[config.mk]
export PLATFORM = sky130hd
export DESIGN_NAME = pos_dispatcher_flat
export DESIGN_NICKNAME = d
export VERILOG_FILES = /design/src/rtl/pos_dispatcher_if.sv /design/src/rtl/pos_dispatcher.sv /design/src/flat_wrapper.sv
export SDC_FILE = /design/constraint.sdc
export NUM_CORES = 1
export LEC_CHECK = 0
export ABC_AREA = 1
export CAP_MARGIN = 20
export CORE_MARGIN = 10
export CORE_UTILIZATION = 55
export DETAILED_ROUTE_END_ITERATION = 16
export GPL_ROUTABILITY_DRIVEN = 0
export PLACE_DENSITY = 0.81
export SYNTH_ARGS = -nofsm -noshare
export SYNTH_HDL_FRONTEND = slang
export SYNTH_SLANG_ARGS = --single-unit
[constraint.sdc]
create_clock -name clk -period 12.25 [get_ports clk]
set_input_delay 1.8375 -clock clk [delete_from_list [all_inputs] [get_ports clk]]
set_output_delay 1.8375 -clock clk [all_outputs]
set_load 0.05 [all_outputs]
[src/rtl/pos_dispatcher_if.sv]
// Shared MD packet types and the position-dispatch port bundle.
// The dispatcher connects through the master modport; the cache/PE side uses slave.
package MD_pkg;

    localparam int PARTICLE_ID_WIDTH = 8;
    localparam int ELEMENT_WIDTH     = 2;
    localparam int OFFSET_WIDTH      = 12;
    localparam int POS_WIDTH         = 16;
    localparam int COORD_WIDTH       =
        (OFFSET_WIDTH > POS_WIDTH) ? OFFSET_WIDTH : POS_WIDTH;

    typedef struct packed {
        logic [PARTICLE_ID_WIDTH-1:0] parid;
        logic [ELEMENT_WIDTH-1:0]     element;
        logic [OFFSET_WIDTH-1:0]      offset_x;
        logic [OFFSET_WIDTH-1:0]      offset_y;
        logic [OFFSET_WIDTH-1:0]      offset_z;
    } offset_packet_t;

    typedef struct packed {
        logic [PARTICLE_ID_WIDTH-1:0] parid;
        logic [ELEMENT_WIDTH-1:0]     element;
        logic [POS_WIDTH-1:0]         pos_x;
        logic [POS_WIDTH-1:0]         pos_y;
        logic [POS_WIDTH-1:0]         pos_z;
    } pos_packet_t;

endpackage

interface pos_dispatcher_if;
    import MD_pkg::*;

    logic                         start;
    logic [PARTICLE_ID_WIDTH-1:0] home_num;
    logic [PARTICLE_ID_WIDTH-1:0] nb_num;
    logic                         home_rd_en;
    logic [PARTICLE_ID_WIDTH-1:0] home_rd_addr;
    offset_packet_t               home_rd_data;
    logic                         nb_rd_en;
    logic [PARTICLE_ID_WIDTH-1:0] nb_rd_addr;
    pos_packet_t                  nb_rd_data;
    offset_packet_t               home_offset;
    logic                         home_offset_valid;
    pos_packet_t                  nb_pos;
    logic                         nb_pos_valid;
    logic                         disp_back_pressure;
    logic                         busy;
    logic                         done;

    modport master (
        input  start, home_num, nb_num,
        input  home_rd_data, nb_rd_data,
        input  disp_back_pressure,
        output home_rd_en, home_rd_addr,
        output nb_rd_en, nb_rd_addr,
        output home_offset, home_offset_valid,
        output nb_pos, nb_pos_valid,
        output busy, done
    );

    modport slave (
        output start, home_num, nb_num,
        output home_rd_data, nb_rd_data,
        output disp_back_pressure,
        input  home_rd_en, home_rd_addr,
        input  nb_rd_en, nb_rd_addr,
        input  home_offset, home_offset_valid,
        input  nb_pos, nb_pos_valid,
        input  busy, done
    );

endinterface

[src/rtl/pos_dispatcher.sv]
// Streams one home cell's offsets, then its neighbour positions, into a PE.
// Cache reads are throttled so the staging FIFO can always absorb returns.
module pos_dispatcher
    import MD_pkg::*;
#(
    parameter int FIFO_DEPTH = 4
) (
    input  logic             clk,
    input  logic             rst,
    pos_dispatcher_if.master bus
);

    localparam int PW = PARTICLE_ID_WIDTH;
    localparam int CW = COORD_WIDTH;
    localparam int AW = $clog2(FIFO_DEPTH);
    localparam logic [AW:0] DEPTH = (AW+1)'(FIFO_DEPTH);

    typedef struct packed {
        logic                     is_nb;
        logic [ELEMENT_WIDTH-1:0] element;
        logic [CW-1:0]            x;
        logic [CW-1:0]            y;
        logic [CW-1:0]            z;
        logic [PW-1:0]            addr;
    } entry_t;

    typedef enum logic [2:0] {
        S_IDLE, S_HOME, S_NB, S_DRAIN, S_DONE
    } state_t;

    state_t         state, state_nxt;
    logic [PW-1:0]  home_cnt, nb_cnt;
    logic [PW-1:0]  home_addr, nb_addr;
    logic           pend, pend_nb;
    logic [PW-1:0]  pend_addr;
    entry_t         fifo [FIFO_DEPTH];
    logic [AW-1:0]  wr_ptr, rd_ptr;
    logic [AW:0]    count, occ;
    entry_t         push_entry, head;
    logic           budget, issue_home, issue_nb;
    logic           last_home, last_nb, pop;
    offset_packet_t home_q;
    pos_packet_t    nb_q;
    logic           home_v, nb_v;

    // count+pend bounds what can still land in the FIFO
    assign occ        = count + {{AW{1'b0}}, pend};
    assign budget     = occ < DEPTH;
    assign issue_home = (state == S_HOME) && budget;
    assign issue_nb   = (state == S_NB) && budget;
    assign last_home  = home_addr == home_cnt - 1'b1;
    assign last_nb    = nb_addr == nb_cnt - 1'b1;
    assign head       = fifo[rd_ptr];
    assign pop        = (count != '0) && !bus.disp_back_pressure;

    always_comb begin
        state_nxt = state;
        unique case (state)
            S_IDLE: begin
                if (bus.start) begin
                    if (bus.home_num != '0)
                        state_nxt = S_HOME;
                    else if (bus.nb_num != '0)
                        state_nxt = S_NB;
                    else
                        state_nxt = S_DONE;
                end
            end
            S_HOME: begin
                if (issue_home && last_home)
                    state_nxt = (nb_cnt != '0) ? S_NB : S_DRAIN;
            end
            S_NB: begin
                if (issue_nb && last_nb)
                    state_nxt = S_DRAIN;
            end
            S_DRAIN: begin
                if (count == '0 && !pend && !home_v && !nb_v)
                    state_nxt = S_DONE;
            end
            S_DONE:  state_nxt = S_IDLE;
            default: state_nxt = S_IDLE;
        endcase
    end

    always_ff @(posedge clk or posedge rst) begin
        if (rst) begin
            state     <= S_IDLE;
            home_cnt  <= '0;
            nb_cnt    <= '0;
            home_addr <= '0;
            nb_addr   <= '0;
            pend      <= 1'b0;
            pend_nb   <= 1'b0;
            pend_addr <= '0;
        end else begin
            state <= state_nxt;
            if (state == S_IDLE && bus.start) begin
                home_cnt  <= bus.home_num;
                nb_cnt    <= bus.nb_num;
                home_addr <= '0;
                nb_addr   <= '0;
            end else begin
                if (issue_home)
                    home_addr <= home_addr + 1'b1;
                if (issue_nb)
                    nb_addr <= nb_addr + 1'b1;
            end
            pend      <= issue_home || issue_nb;
            pend_nb   <= issue_nb;
            pend_addr <= issue_nb ? nb_addr : home_addr;
        end
    end

    always_comb begin
        push_entry       = '0;
        push_entry.is_nb = pend_nb;
        push_entry.addr  = pend_addr;
        if (pend_nb) begin
            push_entry.element = bus.nb_rd_data.element;
            push_entry.x       = CW'(bus.nb_rd_data.pos_x);
            push_entry.y       = CW'(bus.nb_rd_data.pos_y);
            push_entry.z       = CW'(bus.nb_rd_data.pos_z);
        end else begin
            push_entry.element = bus.home_rd_data.element;
            push_entry.x       = CW'(bus.home_rd_data.offset_x);
            push_entry.y       = CW'(bus.home_rd_data.offset_y);
            push_entry.z       = CW'(bus.home_rd_data.offset_z);
        end
    end

    always_ff @(posedge clk) begin
        if (pend)
            fifo[wr_ptr] <= push_entry;
    end

    always_ff @(posedge clk or posedge rst) begin
        if (rst) begin
            wr_ptr <= '0;
            rd_ptr <= '0;
            count  <= '0;
        end else begin
            if (pend)
                wr_ptr <= wr_ptr + 1'b1;
            if (pop)
                rd_ptr <= rd_ptr + 1'b1;
            count <= count + {{AW{1'b0}}, pend}
                           - {{AW{1'b0}}, pop};
        end
    end

    // parid 0 means "no particle", so beats carry address+1
    always_ff @(posedge clk or posedge rst) begin
        if (rst) begin
            home_q <= '0;
            nb_q   <= '0;
            home_v <= 1'b0;
            nb_v   <= 1'b0;
        end else begin
            home_v <= pop && !head.is_nb;
            nb_v   <= pop && head.is_nb;
            if (pop && !head.is_nb) begin
                home_q.parid    <= head.addr + 1'b1;
                home_q.element  <= head.element;
                home_q.offset_x <= head.x[OFFSET_WIDTH-1:0];
                home_q.offset_y <= head.y[OFFSET_WIDTH-1:0];
                home_q.offset_z <= head.z[OFFSET_WIDTH-1:0];
            end
            if (pop && head.is_nb) begin
                nb_q.parid   <= head.addr + 1'b1;
                nb_q.element <= head.element;
                nb_q.pos_x   <= head.x[POS_WIDTH-1:0];
                nb_q.pos_y   <= head.y[POS_WIDTH-1:0];
                nb_q.pos_z   <= head.z[POS_WIDTH-1:0];
            end
        end
    end

    assign bus.home_rd_en        = issue_home;
    assign bus.home_rd_addr      = home_addr;
    assign bus.nb_rd_en          = issue_nb;
    assign bus.nb_rd_addr        = nb_addr;
    assign bus.home_offset       = home_q;
    assign bus.home_offset_valid = home_v;
    assign bus.nb_pos            = nb_q;
    assign bus.nb_pos_valid      = nb_v;
    assign bus.busy              = state != S_IDLE;
    assign bus.done              = state == S_DONE;

endmodule
[src/flat_wrapper.sv]
// flat-port wrapper written by rule: the top's interface ports become plain ports
module pos_dispatcher_flat import MD_pkg::*;
#(
    parameter int FIFO_DEPTH = 4
)
  (clk, rst, bus_start, bus_home_num, bus_nb_num, bus_home_rd_data, bus_nb_rd_data, bus_disp_back_pressure, bus_home_rd_en, bus_home_rd_addr, bus_nb_rd_en, bus_nb_rd_addr, bus_home_offset, bus_home_offset_valid, bus_nb_pos, bus_nb_pos_valid, bus_busy, bus_done);
  pos_dispatcher_if bus_i ();
  input  logic clk;
  input  logic rst;
  input wire logic [$bits(bus_i.start)-1:0] bus_start;
  input wire logic [$bits(bus_i.home_num)-1:0] bus_home_num;
  input wire logic [$bits(bus_i.nb_num)-1:0] bus_nb_num;
  input wire logic [$bits(bus_i.home_rd_data)-1:0] bus_home_rd_data;
  input wire logic [$bits(bus_i.nb_rd_data)-1:0] bus_nb_rd_data;
  input wire logic [$bits(bus_i.disp_back_pressure)-1:0] bus_disp_back_pressure;
  output wire logic [$bits(bus_i.home_rd_en)-1:0] bus_home_rd_en;
  output wire logic [$bits(bus_i.home_rd_addr)-1:0] bus_home_rd_addr;
  output wire logic [$bits(bus_i.nb_rd_en)-1:0] bus_nb_rd_en;
  output wire logic [$bits(bus_i.nb_rd_addr)-1:0] bus_nb_rd_addr;
  output wire logic [$bits(bus_i.home_offset)-1:0] bus_home_offset;
  output wire logic [$bits(bus_i.home_offset_valid)-1:0] bus_home_offset_valid;
  output wire logic [$bits(bus_i.nb_pos)-1:0] bus_nb_pos;
  output wire logic [$bits(bus_i.nb_pos_valid)-1:0] bus_nb_pos_valid;
  output wire logic [$bits(bus_i.busy)-1:0] bus_busy;
  output wire logic [$bits(bus_i.done)-1:0] bus_done;
  assign bus_i.start = bus_start;
  assign bus_i.home_num = bus_home_num;
  assign bus_i.nb_num = bus_nb_num;
  assign bus_i.home_rd_data = bus_home_rd_data;
  assign bus_i.nb_rd_data = bus_nb_rd_data;
  assign bus_i.disp_back_pressure = bus_disp_back_pressure;
  assign bus_home_rd_en = bus_i.home_rd_en;
  assign bus_home_rd_addr = bus_i.home_rd_addr;
  assign bus_nb_rd_en = bus_i.nb_rd_en;
  assign bus_nb_rd_addr = bus_i.nb_rd_addr;
  assign bus_home_offset = bus_i.home_offset;
  assign bus_home_offset_valid = bus_i.home_offset_valid;
  assign bus_nb_pos = bus_i.nb_pos;
  assign bus_nb_pos_valid = bus_i.nb_pos_valid;
  assign bus_busy = bus_i.busy;
  assign bus_done = bus_i.done;
  pos_dispatcher #(.FIFO_DEPTH(FIFO_DEPTH)) u_core (.clk(clk), .rst(rst), .bus(bus_i));
endmodule
Word-level counts from Yosys, hierarchy flattened:

Memory sizes are Yosys's and may differ from the RTL's.
Index checks and enable logic that the tools add are counted.

* reductions and logical operators: 27
* $lt $le $gt $ge: 1
* equality and inequality tests: 10
* add/sub/neg operators: 9
* mux-type cells: 16

Operator list (count)
* 50-bit 2-to-1 mux: 1
* 8-bit 2-to-1 mux: 5
* 8-bit by 1-bit adder with 8-bit output (second input constant): 3
* 8-bit nonzero test: 3
* 3-bit 2-to-1 mux: 6
* 8-bit equality test: 2
* 8-bit by 1-bit subtractor with 8-bit output (second input constant): 2
* 3-bit case mux with 4 select lines: 1
* 1-bit logical AND: 11
* 3-bit by 2-bit equality test with 1-bit output (second input constant): 2
* 3-bit zero test: 2
* 2-bit != test (second input constant): 3
* 3-bit nonzero test: 2
* 1-bit zero test: 5
* 2-bit by 1-bit adder with 2-bit output (second input constant): 2
* 4-bit AND reduction: 1
* 2-bit nonzero test: 2
* 3-bit by 1-bit adder with 3-bit output: 1
* 3-bit by 1-bit equality test with 1-bit output (second input constant): 1
* 3-bit equality test (second input constant): 1
* 3-bit less-than comparator (second input constant): 1
* 1-bit 2-to-1 mux: 3
* 3-bit by 1-bit subtractor with 3-bit output: 1
* 2-bit by 1-bit != test with 1-bit output (second input constant): 1
* 1-bit logical OR: 1

* bits in registers: 158
* memories: 1
* input port bits: 124
* output and inout bits: 126
* memory bits (writable): 236
* word-level logic and storage cells: 87

Memories
* u_core.fifo: depth 4, width 59, read ports 1, clocked after Yosys merged registers in 0, write ports 1, line pos_dispatcher.sv:36 `entry_t fifo [FIFO_DEPTH];`

Logic depth before layout (Yosys ltp):

Gate-level depths: netlist of run 1.

* depth after elaboration: 6
* mapped depth: 14
* mapped depth without buffers: 14

Worst setup path after synthesis of run 1:

Ideal clock, no wire load.

* kind: reg2out
* start point: reg u_core.count[0]
* end point: out bus_nb_rd_en
* path slack: 8.835 ns
* cell stages (with the launch flop): 9
* required time: 10.412 ns
* arrival: 1.578 ns
* path buffers: 1
* cells stage by stage: dfrtp_1 > ha_1 > ha_1 > inv_1 > nand2_1 > nand2_1 > nand2_1 > buf_2 > inv_1

* word-level cells in the longest chain between the ends: 3

Ends and longest elaborated chain
* start: declaration: line pos_dispatcher.sv:38 `logic [AW:0] count, occ;`
* start signal: assignment: line pos_dispatcher.sv:147 `count <= count + {{AW{1'b0}}, pend}`
* 3-bit by 1-bit adder with 3-bit output: line pos_dispatcher.sv:47 `assign occ = count + {{AW{1'b0}}, pend};`
* 3-bit less-than comparator: line pos_dispatcher.sv:48 `assign budget = occ < DEPTH;`
* 1-bit logical AND: line pos_dispatcher.sv:50 `assign issue_nb = (state == S_NB) && budget;`
* end: declaration: line flat_wrapper.sv:18 `output wire logic [$bits(bus_i.nb_rd_en)-1:0] bus_nb_rd_en;`

Every way passes these cells.

Worst setup path in the final report of run 1:

* start point: reg u_core.pend
* end point: out bus_nb_rd_en

* word-level cells in the longest chain between the ends: 3

Ends and longest elaborated chain
* start: declaration: line pos_dispatcher.sv:34 `logic pend, pend_nb;`
* start signal: assignment: line pos_dispatcher.sv:109 `pend <= issue_home || issue_nb;`
* 3-bit by 1-bit adder with 3-bit output: line pos_dispatcher.sv:47
* 3-bit less-than comparator: line pos_dispatcher.sv:48
* 1-bit logical AND: line pos_dispatcher.sv:50

Every way passes these cells.

==> impl_metrics.toml, run 1 <==
[run_status]
outcome = "complete, no violations"

[critical_path]
rr_worst_depth = 10
endpoint_kind = "primary output"
arrival_ps = 3210
worst-path-max-fanout = 23
cp-start-kind = "flop"
crit_type = "reg2out"
cp.required_ps = 10410

[power]
p_per_area_nw_per_um2 = 280
vdd_ir_drop_max_mv = 0.171
cellLeakagePower_nw = 8.23
fin_total_pwr_mw = 5.66

[sta]
min_period_ps = 5050
tns_ps = 0
rsz0062_at_grt = "false"
skew_ps = 22.1
fmax_mhz = 198
whs_ps = 468
fin_ws_ps = 7200
slew_headroom_pct = 32.7
setup_viol = 0
min_period_over_period_pct = 41.2
worst_slew_pin_slew_ps = 1010
finalHoldViolations = 0
drv_slew = 0

[floorplan]
rows = 63
coreArea_um2 = 29500
io-pin-count = 250
die_height_um = 193
die_x_um = 193
fp.dieArea_um2 = 37100
start_util_pct = 55.5

[synthesis]
ys_ff_latch = 394
yosysTopAreaCellShare_pct = 43.3
ys_seq_area_share_pct = 67.4
syn-cell-area_um2 = 16400
synth.most_common_cell = "nand2_1"
synth_cells = 1512
synth_flop_cell = "edfxtp_1"
netlist_top_cells_area = "edfxtp_1 43%, dfrtp_1 24%, nand2_1 9.6%"
async_flop_share_pct = 40.1
synth_edf_count = 236
synth_nets = 1650
avgSynthCellArea_um2 = 10.8
yosysWarnings = 0
synth_largest_area_cell = "edfxtp_1"
ys_top_cells_by_count = "418 x nand2_1, 236 x edfxtp_1, 172 x nor2_1, 158 x dfrtp_1, 130 x o21ai_0"
synth_cell_type_count = 42

[placed_design]
dp.cells = 2077
dpl_cell_area_um2 = 19000
portBuffers = 233
pre_cts_ws_ps = 7700
dpl.hpwl_mm = 24.6

[layout]
fin_area_um2 = 20200
area_delta_synth_final_pct = 23.6
regArea_um2 = 11000
drive_above_1_share_pct = 8.29
fin_nets = 1867
multi_input_area_um2 = 4630
utilization_pct = 68.6
fillers = 2120
final_cells = 2151
antennaDiodeCount = 0

[detailed_routing]
first_iter_violations = 994
vias = 11700
avgRoutedWirePerCell_um = 18.3
totalWireLength_mm = 39.4
via_per_inst = 5.43
ant_nets = 0
firstDrtPassIters = 5
drc = 0

[min_path]
hold_path_class = "reg2reg"
min_path_cells = 2

[grt]
grt_usage_pct = 21.1
grt_antenna_before_repair = 0
grt_pass1_wl_mm = 62.0
grt_pass1_vias = 11900
grt_start_max_net_pins = 85
overflow = 0

[clocking]
clock-root-buffer = "clkbuf_16"
worstSkewPairLatency_ps = 530
clock_path_buffers = 3
hold_buffers = 0
numCtsBuffers = 40
post-cts-setup-buffer-count = 0
path_clk_slew_ps = 60
cts_max_level = 2
tritoncts = "done"
ctsResizeCount = 0
numClockSinks = 394

[run]
maxCapViolations = 0
[layer usage]
layer  vias up  track usage (%)  wire [um]
li1       5527                -          -
met1      5679             25.3      15600
met2       414             36.8      19700
met3        67             5.04       3220
met4         0             6.77        837
met5         -                0          0
[critical path, stage by stage (launching register included)]
cell and delay [ps]:
dfrtp_1 470, ha_1 220, ha_1 180, inv_1 50, nand2_1 50, nand2_1 130, nand2_1 390, inv_1 310
clkdlybuf4s50_1 880
[layout by cell type, fill, tap and decap left out, drive strengths merged]
cell type	instances
nand2	421
edfxtp	236
clkdlybuf4s50	233
nor2	177
dfrtp	158
o21ai	153
inv	94
clkbuf	55
nand3	44
o22ai	39
mux2	38
ha	14
buf	13
a21oi	13
clkinv	13
a31oi	12
nand4	10
nor3	9
xor2	7
xnor2	6
bufinv	3
nand3b	2
nor4	2
clkinvlp	2
a32oi	2
a21o	1
or2	1
o221ai	1
a21boi	1
a211oi	1
[layout make-up]
cell class / count / area share (%)
clock buffer: 55 / 5.48
sequential: 394 / 54.6
timing repair buffer: 246 / 12.0
clock inverter: 19 / 0.878
inverter: 93 / 1.76
multi-input combinational: 954 / 22.9
tap: 390 / 2.41
[cells by family (layout without fill, tap and decap cells)]
logic type      count (synthesis)  in the layout  synth area share (%)
flops                         394            394                  67.4
xor+xnor                       13             13                 0.695
compound gates                223            223                  7.56
simple gates                  666            666                  16.3
mux                            38             38                  2.61
fa+ha+maj                      14             14                  1.07
buf+inv                       164            413                  4.31
[registers in the layout, summed over array words and instances (netlist names)]
name	cells
u_core.bus.home_offset	46
u_core.bus.home_offset_valid	1
u_core.bus.nb_pos	58
u_core.nb_cnt	8
u_core.fifo	236
u_core.bus.nb_rd_addr	8
u_core.pend_addr	8
u_core.rd_ptr	2
u_core.state	3
u_core.bus.nb_pos_valid	1
u_core.count	3
u_core.pend_nb	1
u_core.home_cnt	8
u_core.wr_ptr	2
u_core.bus.home_rd_addr	8
u_core.pend	1
[final timing paths]
check,start,to,slack [ps]
hold / removal,u_core.bus.home_offset[8],u_core.bus.home_offset[8],470
min in group asynchronous,rst,u_core.bus.nb_pos[28],1860
max in group asynchronous,rst,u_core.rd_ptr[0],8810
setup reg to reg,u_core.rd_ptr[0],u_core.bus.nb_pos[21],8440
setup / recovery,u_core.pend,bus_nb_rd_en,7200
hold reg to reg,u_core.bus.home_offset[8],u_core.bus.home_offset[8],470
[report_power, final]
| part | total [mW] | switching (mW) | leakage (nW) | internal, mW |
|---|---|---|---|---|
| registers | 2.00 | 0.204 | 4.10 | 1.80 |
| logic | 2.47 | 1.72 | 3.50 | 0.752 |
| clock network | 1.18 | 0.481 | 0.629 | 0.699 |
No activity file was read; power rests on OpenSTA's default activity.
==> run 2, diff against run 1 <==
Settings changed: CORE_UTILIZATION 55 to 54, PLACE_DENSITY 0.81 to 0.8.
Clock period 12.25 ns to 5.2 ns, I/O delays scaled along.
==> impl_metrics.toml, run 2 (synthesis results as in run 1) <==
[grt]
grt_pass1_vias = 11800
grt_usage_pct = 20.3
grt_antenna_before_repair = 0
grt_start_max_net_pins = 99
overflow = 0
grt_pass1_wl_mm = 62.5

[sta]
min_period_ps = 3680
setup_viol = 0
slew_headroom_pct = 33.1
fmax_mhz = 271
skew_ps = 17.2
min_period_over_period_pct = 70.9
rsz0062_at_grt = "false"
worst_slew_pin_slew_ps = 1000
finalHoldViolations = 0
drv_slew = 0
tns_ps = 0
whs_ps = 468

[clocking]
ctsResizeCount = 0
hold_buffers = 0
path_clk_slew_ps = 60
clock_path_buffers = 3
post-cts-setup-buffer-count = 0
tritoncts = "done"
numCtsBuffers = 40
numClockSinks = 394
cts_max_level = 2
worstSkewPairLatency_ps = 530
clock-root-buffer = "clkbuf_16"

[layout]
antennaDiodeCount = 0
multi_input_area_um2 = 4630
drive_above_1_share_pct = 8.34
fillers = 2116
regMostFlops = "u_core.fifo"
regArea_um2 = 11000
final_common_cell = "nand2_1"
fin_nets = 1869
area_delta_synth_final_pct = 24.1
layout_common_cells = "418 x nand2_1, 236 x edfxtp_1, 233 x clkdlybuf4s50_1, 172 x nor2_1, 155 x dfrtp_1"
utilization_pct = 68.2
largest_reg_flops = 236

[critical_path]
crit_chain = "ha_1, ha_1, inv_1, nand2_1, nand2_1, nand2_1, buf_4, inv_1, clkdlybuf4s50_1"
crit_type = "reg2out"
slowest_delay_ps = 830
arrival_ps = 2900
crit_family = "buffers and inverters"
critPathMostFrequentCell = "nand2_1"
cp.required_ps = 4420
cp_slowest_cell = "clkdlybuf4s50_1"
endpoint_kind = "primary output"
cp-start-kind = "flop"
worst-path-max-fanout = 23
cp_num_buf_inv = 4

[power]
vdd_ir_drop_max_mv = 0.344
p_per_area_nw_per_um2 = 662
cellLeakagePower_nw = 8.28

[run_status]
outcome = "complete, no violations"

[detailed_routing]
ant_nets = 0
drc = 0
via_per_inst = 5.37
first_iter_violations = 884
vias = 11600
totalWireLength_mm = 38.9
firstDrtPassIters = 5
avgRoutedWirePerCell_um = 18.0

[placed_design]
portBuffers = 233
dpl.hpwl_mm = 24.4

[floorplan]
die_x_um = 194
coreArea_um2 = 29800
io-pin-count = 250
fp.dieArea_um2 = 37700
die_height_um = 194
start_util_pct = 55.0
rows = 63

[run]
maxCapViolations = 0

[min_path]
hold_path_class = "reg2reg"
[run 2: changes by cell type in the layout (fill, tap and decap cells not counted)]
cell        previous run  this run
clkinv_2               8         4
clkbuf_8               3         6
clkinv_1               5         8
buf_4                 13        15
bufinv_16              3         5
clkbuf_1              11         9
clkinvlp_4             2         0
inv_4                  1         0
inv_6                  3         4
[run 2: final timing paths]
check | end | slack, ps | depth (start not counted) | from
worst max-delay path | bus_nb_rd_en | 1520 | 9 | u_core.pend
worst min-delay path | u_core.bus.home_offset[21] | 470 | 2 | u_core.bus.home_offset[21]
worst min register to register | u_core.bus.home_offset[21] | 470 | 2 | u_core.bus.home_offset[21]
worst max register to register | u_core.bus.home_offset[19] | 1840 | 10 | u_core.rd_ptr[0]
min in group asynchronous | u_core.bus.nb_pos[29] | 820 | 2 | rst
max in group asynchronous | u_core.bus.home_offset[18] | 3360 | 3 | rst
[run 2: through the flow]
step | std cells | area [um2] | setup WS (ps) | total power, mW
floorplan | 1512 | 16400 | 157 | 8.76
global placement | 2079 | 19000 | 1910 | 10.4
detailed placement | 2079 | 19000 | 1830 | 10.6
CTS | 2153 | 20300 | 1490 | 13.6
global route | 2153 | 20300 | 1330 | 14.3
finish | 2153 | 20300 | 1520 | 13.5
[run 2: power by group]
part / internal [mW] / switching [mW] / total (mW)
registers: 4.24 / 0.466 / 4.71
clock network: 1.78 / 1.15 / 2.93
logic: 1.77 / 4.04 / 5.82
[run 2: layout make-up]
class / count / area share [%]
Sequential cell: 394 / 54.4
Timing Repair Buffer: 248 / 12.0
Inverter: 93 / 1.75
Tap cell: 390 / 2.40
Multi-Input combinational cell: 954 / 22.8
Clock inverter: 18 / 1.07
Clock buffer: 56 / 5.62
[run 2: layer usage]
layer,GRT usage (%),wire length (um),up-vias
met5,0,0,-
met4,7.27,1030,0
met3,5.12,2810,65
met2,34.4,19300,367
met1,24.5,15700,5601
li1,-,-,5538
[run 2: worst min-delay path, cell delays in order (launching register included)]
cell     delay (ps)
dfrtp_1         340
nand2_1          50
nand2_1          50
==> run 3, diff against run 2 <==
Settings changed: CORE_UTILIZATION 54 to 49, PLACE_DENSITY 0.8 to 0.76.
Clock period 5.2 ns to 3.2 ns, I/O delays scaled along.
==> impl_metrics.toml, run 3 (synthesis results as in run 1) <==
[run_status]
outcome = "complete, no violations"

[power]
clkPwrFrac_pct = 20.9
netSwitchingPower_mw = 9.19
pwr-share-comb_pct = 43.4
p_sw_share_pct = 42.5
p_per_area_nw_per_um2 = 1060
vdd_ir_drop_max_mv = 0.702
pwr-share-seq_pct = 35.8
cellLeakagePower_nw = 8.28
p_int_mw = 12.5

[grt]
overflow = 0
grt_pass1_vias = 11500
grt_pass1_wl_mm = 62.8
grt_antenna_before_repair = 0
grt_usage_pct = 19.1
grt_start_max_net_pins = 78

[detailed_routing]
firstDrtPassIters = 5
avgRoutedWirePerCell_um = 18.1
vias = 11500
drc = 0
via_per_inst = 5.19
first_iter_violations = 619
totalWireLength_mm = 40.0
ant_nets = 0

[layout]
regMostFlops = "u_core.fifo"
multi_input_area_um2 = 4630
regArea_um2 = 11000
drive_above_1_share_pct = 8.54
fillers = 2561
largest_reg_flops = 236
antennaDiodeCount = 0
layout_common_cells = "418 x nand2_1, 236 x edfxtp_1, 231 x clkdlybuf4s50_1, 172 x nor2_1, 155 x dfrtp_1"
final_common_cell = "nand2_1"
area_delta_synth_final_pct = 24.7
fin_nets = 1876

[critical_path]
r2r_end = "u_core.bus.home_offset[38]"
crit_type = "reg2out"
reg2reg_setup_slack_ps = 710
endpoint_kind = "primary output"
arrival_ps = 2470
cp.required_ps = 2720
rr_worst_depth = 8
cp-start-kind = "flop"
rr_startpoint = "u_core.rd_ptr[1]"
worst-path-max-fanout = 9

[clocking]
hold_buffers = 0
post-cts-setup-buffer-count = 0
tritoncts = "done"
numClockSinks = 394
clock-root-buffer = "clkbuf_16"
numCtsBuffers = 41
clock_path_buffers = 3
path_clk_slew_ps = 60
cts_max_level = 2
worstSkewPairLatency_ps = 530

[placed_design]
dpl.hpwl_mm = 25.8
pre_cts_ws_ps = 522
portBuffers = 233

[sta]
worst_slew_pin_slew_ps = 1050
slew_headroom_pct = 30.2
fmax_mhz = 339
finalHoldViolations = 0
min_period_over_period_pct = 92.1
fin_ws_ps = 253
rsz0062_at_grt = "false"
tns_ps = 0
setup_viol = 0
min_period_ps = 2950
skew_ps = 27.5
drv_slew = 0

[floorplan]
rows = 66
die_x_um = 203
start_util_pct = 50.0
fp.dieArea_um2 = 41100
coreArea_um2 = 32800
die_height_um = 203
io-pin-count = 250

[min_path]
hold_path_class = "in2async"

[run]
maxCapViolations = 0
run 3: how the worst max path moves through the flow:
stage / endpoint / cells past startpoint / startpoint
2_1_floorplan: u_core.bus.home_offset[0] / 1 / rst
3_3_place_gp: bus_home_rd_en / 8 / u_core.pend
3_5_place_dp: bus_home_rd_en / 8 / u_core.pend
4_1_cts: bus_home_rd_en / 8 / u_core.pend
5_1_grt: bus_home_rd_en / 8 / u_core.pend
6_report: bus_home_rd_en / 8 / u_core.pend
run 3: power groups by stage:
| stage | sequential (mW) | clock, mW | combinational (mW) |
|---|---|---|---|
| global route | 7.91 | 4.80 | 10.3 |
| CTS | 7.75 | 4.61 | 9.52 |
| finish | 7.75 | 4.52 | 9.39 |
| floorplan | 9.86 | 0 | 4.38 |
| global placement | 7.78 | 0 | 9.26 |
| detailed placement | 7.84 | 0 | 9.49 |
run 3: per-layer routing:
layer,part of all wire (%),global-route usage (%),up-vias
li1,-,-,5544
met1,42,23.5,5538
met2,50,33.5,340
met3,6.5,4.00,50
met4,1.7,4.72,0
met5,0,0,-
run 3: stage by stage:
step | total power [mW] | hold WS [ps] | utilization (%) | instances | instance area (um2)
after global placement | 17.0 | 453 | 58.4 | 2137 | 19100
final | 21.7 | 436 | 62.3 | 2211 | 20400
after global routing | 23.0 | 485 | 62.3 | 2211 | 20400
after floorplan | 14.2 | 455 | - | 1512 | 16400
after CTS | 21.9 | 452 | 62.3 | 2211 | 20400
after detailed placement | 17.3 | 457 | 58.4 | 2137 | 19100
run 3: final cells by class:
cell class,instances,share of cell area [%]
Sequential cell,394,54.1
Multi-Input combinational cell,954,22.7
Timing Repair Buffer,254,12.5
Clock buffer,52,5.33
Tap cell,442,2.71
Inverter,93,1.74
Clock inverter,22,0.968
run 3: critical path: stages, from the launching register on:
cell and delay [ps]:
dfrtp_1 470, ha_1 220, ha_1 190, inv_1 50, nand2_1 50, nand2_1 130, nand2_2 140, inv_1 120
dlygate4sd2_1 560
run 3: timing repair:
| action | 4_1_cts | 5_1_grt |
|---|---|---|
| setup endpoints to repair | 1 | 0 |
| resized for setup | 1 | 0 |
| endpoints found under the hold margin | 0 | 0 |
